## config.mk

```make
export PLATFORM = sky130hd
export DESIGN_NAME = permutation_rounds
export DESIGN_NICKNAME = d
export VERILOG_FILES = /design/src/rtl/ascon_pack.sv /design/src/rtl/couche_diffusion.sv /design/src/rtl/couche_substitution.sv /design/src/rtl/permutation_rounds.sv
export SDC_FILE = /design/constraint.sdc
export NUM_CORES = 2
export LEC_CHECK = 0
export ABC_AREA = 1
export BUFFER_PORTS_ARGS = -buffer_cell sky130_fd_sc_hd__buf_2
export CORE_MARGIN = 3
export CORE_UTILIZATION = 58
export DETAILED_ROUTE_END_ITERATION = 8
export GPL_TIMING_DRIVEN = 1
export HOLD_SLACK_MARGIN = 0.08
export PLACE_DENSITY_LB_ADDON = 0.08
export SYNTH_ARGS = -nofsm -noshare
export SYNTH_HDL_FRONTEND = slang
export SYNTH_SLANG_ARGS = --single-unit
export TNS_END_PERCENT = 1
```

## constraint.sdc

```tcl
create_clock -name clock_i -period 2.74 [get_ports clock_i]
set_clock_uncertainty 0.2 [all_clocks]
set_input_delay 0.411 -clock clock_i [delete_from_list [all_inputs] [get_ports clock_i]]
set_output_delay 0.411 -clock clock_i [all_outputs]
set_load 0.005 [all_outputs]
```

## src/rtl/ascon_pack.sv

```systemverilog
// Shared Ascon definitions: the 5 x 64-bit permutation state, the permutation
// FSM encoding and the round-constant function.
package ascon_pack;

  // Word i of the state is Ascon word xi (x0 = state[0]).
  typedef logic [4:0][63:0] type_state;

  typedef enum logic [1:0] {
    IDLE = 2'd0,
    RUN  = 2'd1,
    DONE = 2'd2
  } perm_fsm_t;

  // Round constant injected into the low byte of x2: 0xF0 for round 0, 0x4B for round 11.
  function automatic logic [7:0] round_constant(input logic [3:0] r);
    return {4'hF - r, r};
  endfunction

endpackage

```

## src/rtl/couche_diffusion.sv

```systemverilog
// Ascon linear diffusion layer: xi ^= ROR(xi,a) ^ ROR(xi,b) with per-word rotations.
module couche_diffusion
  import ascon_pack::*;
(
  input  type_state state_i,
  output type_state state_o
);

  logic [63:0] x0, x1, x2, x3, x4;

  assign x0 = state_i[0];
  assign x1 = state_i[1];
  assign x2 = state_i[2];
  assign x3 = state_i[3];
  assign x4 = state_i[4];

  // ROR(x,n) written as {x[n-1:0], x[63:n]}.
  assign state_o[0] = x0 ^ {x0[18:0], x0[63:19]} ^ {x0[27:0], x0[63:28]};
  assign state_o[1] = x1 ^ {x1[60:0], x1[63:61]} ^ {x1[38:0], x1[63:39]};
  assign state_o[2] = x2 ^ {x2[0],    x2[63:1]}  ^ {x2[5:0],  x2[63:6]};
  assign state_o[3] = x3 ^ {x3[9:0],  x3[63:10]} ^ {x3[16:0], x3[63:17]};
  assign state_o[4] = x4 ^ {x4[6:0],  x4[63:7]}  ^ {x4[40:0], x4[63:41]};

endmodule

```

## src/rtl/couche_substitution.sv

```systemverilog
// Ascon 5-bit S-box applied bit-slice-wise across the five state words.
module couche_substitution
  import ascon_pack::*;
(
  input  type_state state_i,
  output type_state state_o
);

  logic [63:0] x0, x1, x2, x3, x4;
  logic [63:0] t0, t1, t2, t3, t4;

  // Word-wide boolean form of the S-box: every bit position is one independent 5-bit lookup.
  always_comb begin
    x0 = state_i[0];
    x1 = state_i[1];
    x2 = state_i[2];
    x3 = state_i[3];
    x4 = state_i[4];

    x0 = x0 ^ x4;
    x4 = x4 ^ x3;
    x2 = x2 ^ x1;

    t0 = ~x0 & x1;
    t1 = ~x1 & x2;
    t2 = ~x2 & x3;
    t3 = ~x3 & x4;
    t4 = ~x4 & x0;

    x0 = x0 ^ t1;
    x1 = x1 ^ t2;
    x2 = x2 ^ t3;
    x3 = x3 ^ t4;
    x4 = x4 ^ t0;

    x1 = x1 ^ x0;
    x0 = x0 ^ x4;
    x3 = x3 ^ x2;
    x2 = ~x2;

    state_o = {x4, x3, x2, x1, x0};
  end

endmodule

```

## src/rtl/permutation_rounds.sv

```systemverilog
// Iterative Ascon permutation: one round per clock from round_init_i up to
// NB_ROUNDS_MAX-1, with a one-cycle done pulse on completion.
module permutation_rounds
  import ascon_pack::*;
#(
  parameter int NB_ROUNDS_MAX = 12
) (
  input  logic       clock_i,
  input  logic       resetb_i,
  input  logic       start_i,
  input  logic [3:0] round_init_i,
  input  type_state  state_i,
  output type_state  state_o,
  output logic       busy_o,
  output logic       done_o
);

  localparam logic [3:0] LAST_ROUND = 4'(NB_ROUNDS_MAX - 1);

  perm_fsm_t  fsm_q;
  logic [3:0] r_q;
  type_state  state_q;
  type_state  state_add;
  type_state  state_sub;
  type_state  state_dif;

  always_comb begin
    state_add          = state_q;
    state_add[2][7:0]  = state_q[2][7:0] ^ round_constant(r_q);
  end

  couche_substitution u_substitution (
    .state_i (state_add),
    .state_o (state_sub)
  );

  couche_diffusion u_diffusion (
    .state_i (state_sub),
    .state_o (state_dif)
  );

  // An initial round index past the last round skips RUN and reports the loaded state as-is.
  always_ff @(posedge clock_i or negedge resetb_i) begin
    if (!resetb_i) begin
      fsm_q   <= IDLE;
      r_q     <= '0;
      state_q <= '0;
    end else begin
      case (fsm_q)
        IDLE: begin
          if (start_i) begin
            state_q <= state_i;
            r_q     <= round_init_i;
            fsm_q   <= (round_init_i > LAST_ROUND) ? DONE : RUN;
          end
        end
        RUN: begin
          state_q <= state_dif;
          r_q     <= r_q + 4'd1;
          if (r_q == LAST_ROUND) begin
            fsm_q <= DONE;
          end
        end
        DONE: begin
          fsm_q <= IDLE;
        end
        default: begin
          fsm_q <= IDLE;
        end
      endcase
    end
  end

  // Status flags decode the FSM register directly so reset clears them without a clock edge.
  assign busy_o  = (fsm_q != IDLE);
  assign done_o  = (fsm_q == DONE);
  assign state_o = state_q;

endmodule
```

==> results.rst, run 1 <==
.. list-table::
   :header-rows: 1

   * - Metric
     - Value
   * - Status
     - stopped before the end
   * - Last stage
     - 5_1_grt
   * - First error
     - [ERROR GRT-0116] Global routing finished with congestion. Check the congestion regions in the DRC Viewer.
   * - Dpl hpwl
     - 175000 um
   * - Synth cell types
     - 30
   * - Pin count of the biggest net entering global routing
     - 157
   * - Sinks on the clock net
     - 326
   * - Number of warnings issued by yosys
     - 0
   * - Cells after synthesis
     - 6101
   * - Deepest clock path buffer count
     - 3
   * - Vias in the first global route
     - 56650
   * - Number of buffers inserted during clock tree synthesis
     - 40
   * - Number of flip-flops and latches in the synthesized netlist
     - 326
   * - Syn Nets
     - 6557
   * - Fraction of synthesis flops using an asynchronous set or reset pin
     - 1.00
   * - Buffer count from post-CTS setup fixing
     - 0
   * - Overflow after GRT
     - 188
   * - Port Buffers
     - 648
   * - Top Ports
     - 649
   * - Number of rows created at floorplan
     - 90
   * - Combined global-route utilization of all metal layers
     - 0.817
   * - Final estimated routing congestion in global placement
     - 1.37
   * - H-tree levels
     - 2
   * - Leading post-synthesis cells by cell area
     - sky130_fd_sc_hd__nand2_1, sky130_fd_sc_hd__dfrtp_1, sky130_fd_sc_hd__nand3_1
   * - Worst slack after detailed placement
     - -0.250 ns
   * - Buffer cell driving the clock tree root
     - sky130_fd_sc_hd__clkbuf_16
   * - Most common flop cell mapped by yosys
     - sky130_fd_sc_hd__dfrtp_1
   * - Die Height
     - 254 um
   * - Wire length of the first global-routing pass
     - 387000 um
   * - Synth Area per Inst
     - 5.82 um2
   * - Post-placement cell area
     - 43800 um2
   * - Sequential share of the synthesized area
     - 0.230
   * - Count of flip-flops with a built-in enable after synthesis
     - 0
   * - Starting density of the core
     - 0.588
   * - Post-synthesis cell area
     - 35500 um2
   * - Area leader, netlist
     - sky130_fd_sc_hd__nand2_1
   * - Top cell type's share of synthesized area
     - 0.310
   * - Width of the die
     - 254 um
[layer usage]
metal  overflow  track usage
met4         71        0.855
met2        103        0.960
met3          6        0.694
met1          6        0.803
met5          2        0.330
[repair_timing]
| item | CTS |
|---|---|
| setup endpoints to repair | 2 |
| hold endpoints to repair | 530 |
| resized for setup | 6 |
| hold buffers | 295 |
[Yosys cell counts (2+ instances only)]
| master | count |
|---|---|
| sky130_fd_sc_hd__nand3_1 | 588 |
| sky130_fd_sc_hd__clkbuf_1 | 60 |
| sky130_fd_sc_hd__xnor2_1 | 79 |
| sky130_fd_sc_hd__xnor2_2 | 32 |
| sky130_fd_sc_hd__xor2_2 | 14 |
| sky130_fd_sc_hd__nand3b_1 | 59 |
| sky130_fd_sc_hd__nand4_1 | 128 |
| sky130_fd_sc_hd__buf_1 | 8 |
| sky130_fd_sc_hd__o21ai_0 | 197 |
| sky130_fd_sc_hd__inv_1 | 500 |
| sky130_fd_sc_hd__inv_2 | 22 |
| sky130_fd_sc_hd__nand2_1 | 2938 |
| sky130_fd_sc_hd__dfrtp_1 | 326 |
| sky130_fd_sc_hd__nand2_2 | 14 |
| sky130_fd_sc_hd__buf_4 | 2 |
| sky130_fd_sc_hd__nor2_1 | 531 |
| sky130_fd_sc_hd__a21boi_2 | 46 |
| sky130_fd_sc_hd__o211ai_1 | 20 |
| sky130_fd_sc_hd__buf_2 | 60 |
| sky130_fd_sc_hd__o22ai_1 | 30 |
| sky130_fd_sc_hd__o21ai_1 | 38 |
| sky130_fd_sc_hd__buf_6 | 12 |
| sky130_fd_sc_hd__xor2_1 | 255 |
| sky130_fd_sc_hd__nor3_1 | 2 |
| sky130_fd_sc_hd__ha_1 | 129 |
| sky130_fd_sc_hd__a21boi_1 | 7 |
[stage by stage]
stage	util	instances
3_5_place_dp	0.725	7988
3_3_place_gp	0.725	7988
4_1_cts	0.796	8350
2_1_floorplan	-	6101
[cells by family after synthesis]
family | Yosys count | synth area share
adders and majority gates | 129 | 0.0454
xor gates and xnor gates | 380 | 0.103
AOI/OAI and AO/OA | 339 | 0.0589
DFF | 326 | 0.230
and+or+nand+nor | 4262 | 0.488
buffers and inverters | 665 | 0.0752
==> run 2: changes to the inputs <==
--- a/config.mk
+++ b/config.mk
@@ -8,11 +8,10 @@
 export ABC_AREA = 1
 export BUFFER_PORTS_ARGS = -buffer_cell sky130_fd_sc_hd__buf_2
 export CORE_MARGIN = 3
-export CORE_UTILIZATION = 58
+export CORE_UTILIZATION = 40
 export DETAILED_ROUTE_END_ITERATION = 8
 export GPL_TIMING_DRIVEN = 1
-export HOLD_SLACK_MARGIN = 0.08
-export PLACE_DENSITY_LB_ADDON = 0.08
+export PLACE_DENSITY_LB_ADDON = 0.15
 export SYNTH_ARGS = -nofsm -noshare
 export SYNTH_HDL_FRONTEND = slang
 export SYNTH_SLANG_ARGS = --single-unit
==> run 2 against run 1 <==
Effect of this change:
- the flow now finishes, with violations (setup timing)
- synthesized cell count is the same
- area after synthesis is the same
==> results.rst, run 2 <==
.. list-table::
   :header-rows: 1

   * - Metric
     - Value
   * - Number of nets in the layout
     - 8208
   * - Req. time, crit path
     - 3.14 ns
   * - Final worst path period need
     - 2.78 ns
   * - Cells after synthesis
     - 6101
   * - Fraction of synthesis flops using an asynchronous set or reset pin
     - 1.00
   * - Share of the clock period used by the worst path after layout
     - 1.02
   * - Leading post-synthesis cells by cell area
     - sky130_fd_sc_hd__nand2_1, sky130_fd_sc_hd__dfrtp_1, sky130_fd_sc_hd__nand3_1
   * - Count of flip-flops with a built-in enable after synthesis
     - 0
   * - H-tree levels
     - 2
   * - Critical hold path startpoint
     - state_i[294]
   * - Width of the die
     - 304 um
   * - Number of setup violations in the final report
     - 5
   * - Buffer count from post-CTS setup fixing
     - 0
   * - TritonCTS clock tree
     - built
   * - Type of element capturing the critical path
     - flip-flop
   * - Area of the die
     - 92400 um2
   * - Post-CTS clock slew at the launch and capture registers of the worst setup and hold paths
     - 0.06 ns
   * - Sinks on the clock net
     - 326
   * - WHS Endpoint
     - state_o[294]
   * - Launch instance of the worst register-to-register path
     - state_o[200]
   * - Count of routing violations after the opening detailed-route iteration
     - 8450
   * - Final estimated routing congestion in global placement
     - 1.18
   * - Synth Area per Inst
     - 5.82 um2
   * - Area leader, netlist
     - sky130_fd_sc_hd__nand2_1
   * - Share of final-layout standard cells stronger than drive strength 1
     - 0.220
   * - Kind of start point of the critical path
     - flip-flop
   * - Die Height
     - 304 um
   * - Status
     - complete, but fails checks
   * - Critical path class
     - reg2reg
   * - Endpoint of the worst-slack reg-to-reg timing path
     - state_o[8]
   * - R2r setup slk
     - -0.04 ns
   * - Synth cell types
     - 30
   * - Deepest clock path buffer count
     - 3
   * - Final number of hold-violating endpoints
     - 0
   * - Starting density of the core
     - 0.406
   * - Final Slew Violations
     - 0
   * - Area Overhead vs Synth
     - 43.3%
   * - Hold-critical path depth
     - 5
   * - Achievable Freq
     - 359 MHz
   * - Wire length of the first global-routing pass
     - 356000 um
   * - Sequential share of the synthesized area
     - 0.230
   * - Number of rows created at floorplan
     - 108
   * - Top Ports
     - 649
   * - Port Buffers
     - 648
   * - Routed wirelength normalized by instance count
     - 29.6 um
   * - Worst reg2reg path depth
     - 12
   * - Dpl hpwl
     - 218000 um
   * - Xor/xnor share of the synthesized area
     - 0.103
   * - Syn Nets
     - 6557
   * - Area inside the core boundary
     - 87400 um2
   * - Transition time at the pin with the least slew margin
     - 0.795 ns
   * - Violated checks
     - setup timing
   * - Top cell type's share of synthesized area
     - 0.310
   * - Number of buffers inserted during clock tree synthesis
     - 45
   * - Most common cell in the synthesized netlist
     - sky130_fd_sc_hd__nand2_1
   * - Antenna violations before repair
     - 19
   * - Overflow after GRT
     - 0
   * - Router iterations before antenna repair
     - 9
   * - Number of flip-flops and latches in the synthesized netlist
     - 326
   * - Vias in the first global route
     - 46956
   * - Clock latency on the worst-skew pair
     - 0.68 ns
   * - Synth cell count leaders
     - sky130_fd_sc_hd__nand2_1, sky130_fd_sc_hd__nand3_1, sky130_fd_sc_hd__nor2_1, sky130_fd_sc_hd__inv_1, sky130_fd_sc_hd__dfrtp_1
   * - Post-synthesis cell area
     - 35500 um2
   * - Worst path arrival time
     - 3.18 ns
   * - Number of warnings issued by yosys
     - 0
   * - Post-placement cell area
     - 46700 um2
   * - Most common library cell in the layout ignoring fill and taps
     - sky130_fd_sc_hd__nand2_1
   * - Unrepaired setup endpoints after global routing
     - true
   * - Synthesized-area fraction occupied by ao, oa, aoi and oai cells
     - 0.0589
   * - Pin count of the biggest net entering global routing
     - 129
   * - Post-synthesis simple-gate area fraction
     - 0.488
   * - Headroom to the max-slew limit
     - 0.464
   * - Min-Delay Path Class
     - in2reg
   * - Largest family of logic cells by synthesized area
     - simple AND/OR/NAND/NOR gates
   * - Most used cells in the layout excluding fill and tap cells
     - sky130_fd_sc_hd__nand2_1, sky130_fd_sc_hd__buf_4, sky130_fd_sc_hd__buf_2
   * - Maximum fanout along the worst path
     - 4
   * - Detailed-route wire length
     - 265000 um
   * - Vias/cell
     - 5.84
   * - Most common flop cell mapped by yosys
     - sky130_fd_sc_hd__dfrtp_1
   * - # DRC
     - 0
   * - Cell area after layout
     - 50900 um2
   * - Combined global-route utilization of all metal layers
     - 0.546
   * - Mux cell area share after synthesis
     - 0
   * - Worst path setup slack after routing
     - -0.0420 ns
   * - Overall via count from detail_route
     - 52280
   * - Max cap viols
     - 0
   * - Synth Area in Adders
     - 0.0454
   * - Max FFs per register
     - 320
   * - Detail Route Antenna Nets
     - 0
   * - Buffer cell driving the clock tree root
     - sky130_fd_sc_hd__clkbuf_16
## run 2: cell type report
class,instances,area [um2]
Clock buffer,58,1220
Inverter,523,1970
Tap cell,1155,1450
Antenna cell,12,30.0
Sequential cell,326,8170
Clock inverter,19,206
Timing Repair Buffer,1746,13000
Multi-Input combinational cell,5110,24900
Fill cell,7985,36500
## run 2: worst max path at each step
stage / start / end / slack (ns)
after floorplan: r_q[2] / state_o[241] / 0.57
after global placement: r_q[1] / state_o[240] / -0.06
after detailed placement: state_o[39] / state_o[20] / -0.06
after CTS: r_q[0] / state_o[243] / 0.01
after global routing: r_q[0] / state_o[243] / -0.06
final: state_o[200] / state_o[8] / -0.04
## run 2: stage by stage
step	std cells	utilization	hold slack, ns	TNS [ns]	worst slack, ns
floorplan	6101	-	-0.0846	0	0.569
global placement	8594	0.534	0.227	-0.110	-0.0618
detailed placement	8594	0.534	0.226	-0.126	-0.0640
CTS	8936	0.581	0.000155	0	0.0118
global route	8937	0.582	0.0385	-0.113	-0.0593
finish	8949	0.582	0.0158	-0.0906	-0.0420
## run 2: cell families after synthesis
group                    after synthesis
AO/OA/AOI/OAI                        339
XOR/XNOR                             380
adder cells (fa/ha/maj)              129
buffers and inverters                665
flip-flops                           326
AND/OR/NAND/NOR                     4262
## run 2: critical path: stages, from the launching register on
cell and delay [ns]:
sky130_fd_sc_hd__dfrtp_1 0.47, sky130_fd_sc_hd__inv_1 0.08, sky130_fd_sc_hd__ha_1 0.33, sky130_fd_sc_hd__inv_1 0.09, sky130_fd_sc_hd__nand4_1 0.10, sky130_fd_sc_hd__nand2_1 0.29
sky130_fd_sc_hd__nand2_1 0.09, sky130_fd_sc_hd__nand2_1 0.28, sky130_fd_sc_hd__buf_4 0.26, sky130_fd_sc_hd__nand3_1 0.09, sky130_fd_sc_hd__nand3_1 0.23, sky130_fd_sc_hd__nand2_1 0.10
sky130_fd_sc_hd__nand2_1 0.09
## run 2: what timing repair did
| action | in CTS | in global routing |
|---|---|---|
| endpoints found under the setup margin | 6 | 29 |
| pin swaps | 0 | 0 |
| gates resized for setup | 3 | 28 |
| endpoints found under the hold margin | 347 | 1 |
| hold buffers | 265 | 1 |
## run 2: per-layer routing
layer / part of all wire / vias up / global-route usage
met2: 0.39 / 4456 / 0.772
met4: 0.12 / 14 / 0.496
met5: 0.00035 / - / 0.000517
met3: 0.14 / 1131 / 0.179
met1: 0.35 / 24144 / 0.654
li1: - / 22535 / -
Power of run 2 is not shown: default switching activity piles up to over one toggle a cycle in this logic, so the estimate is an artifact.
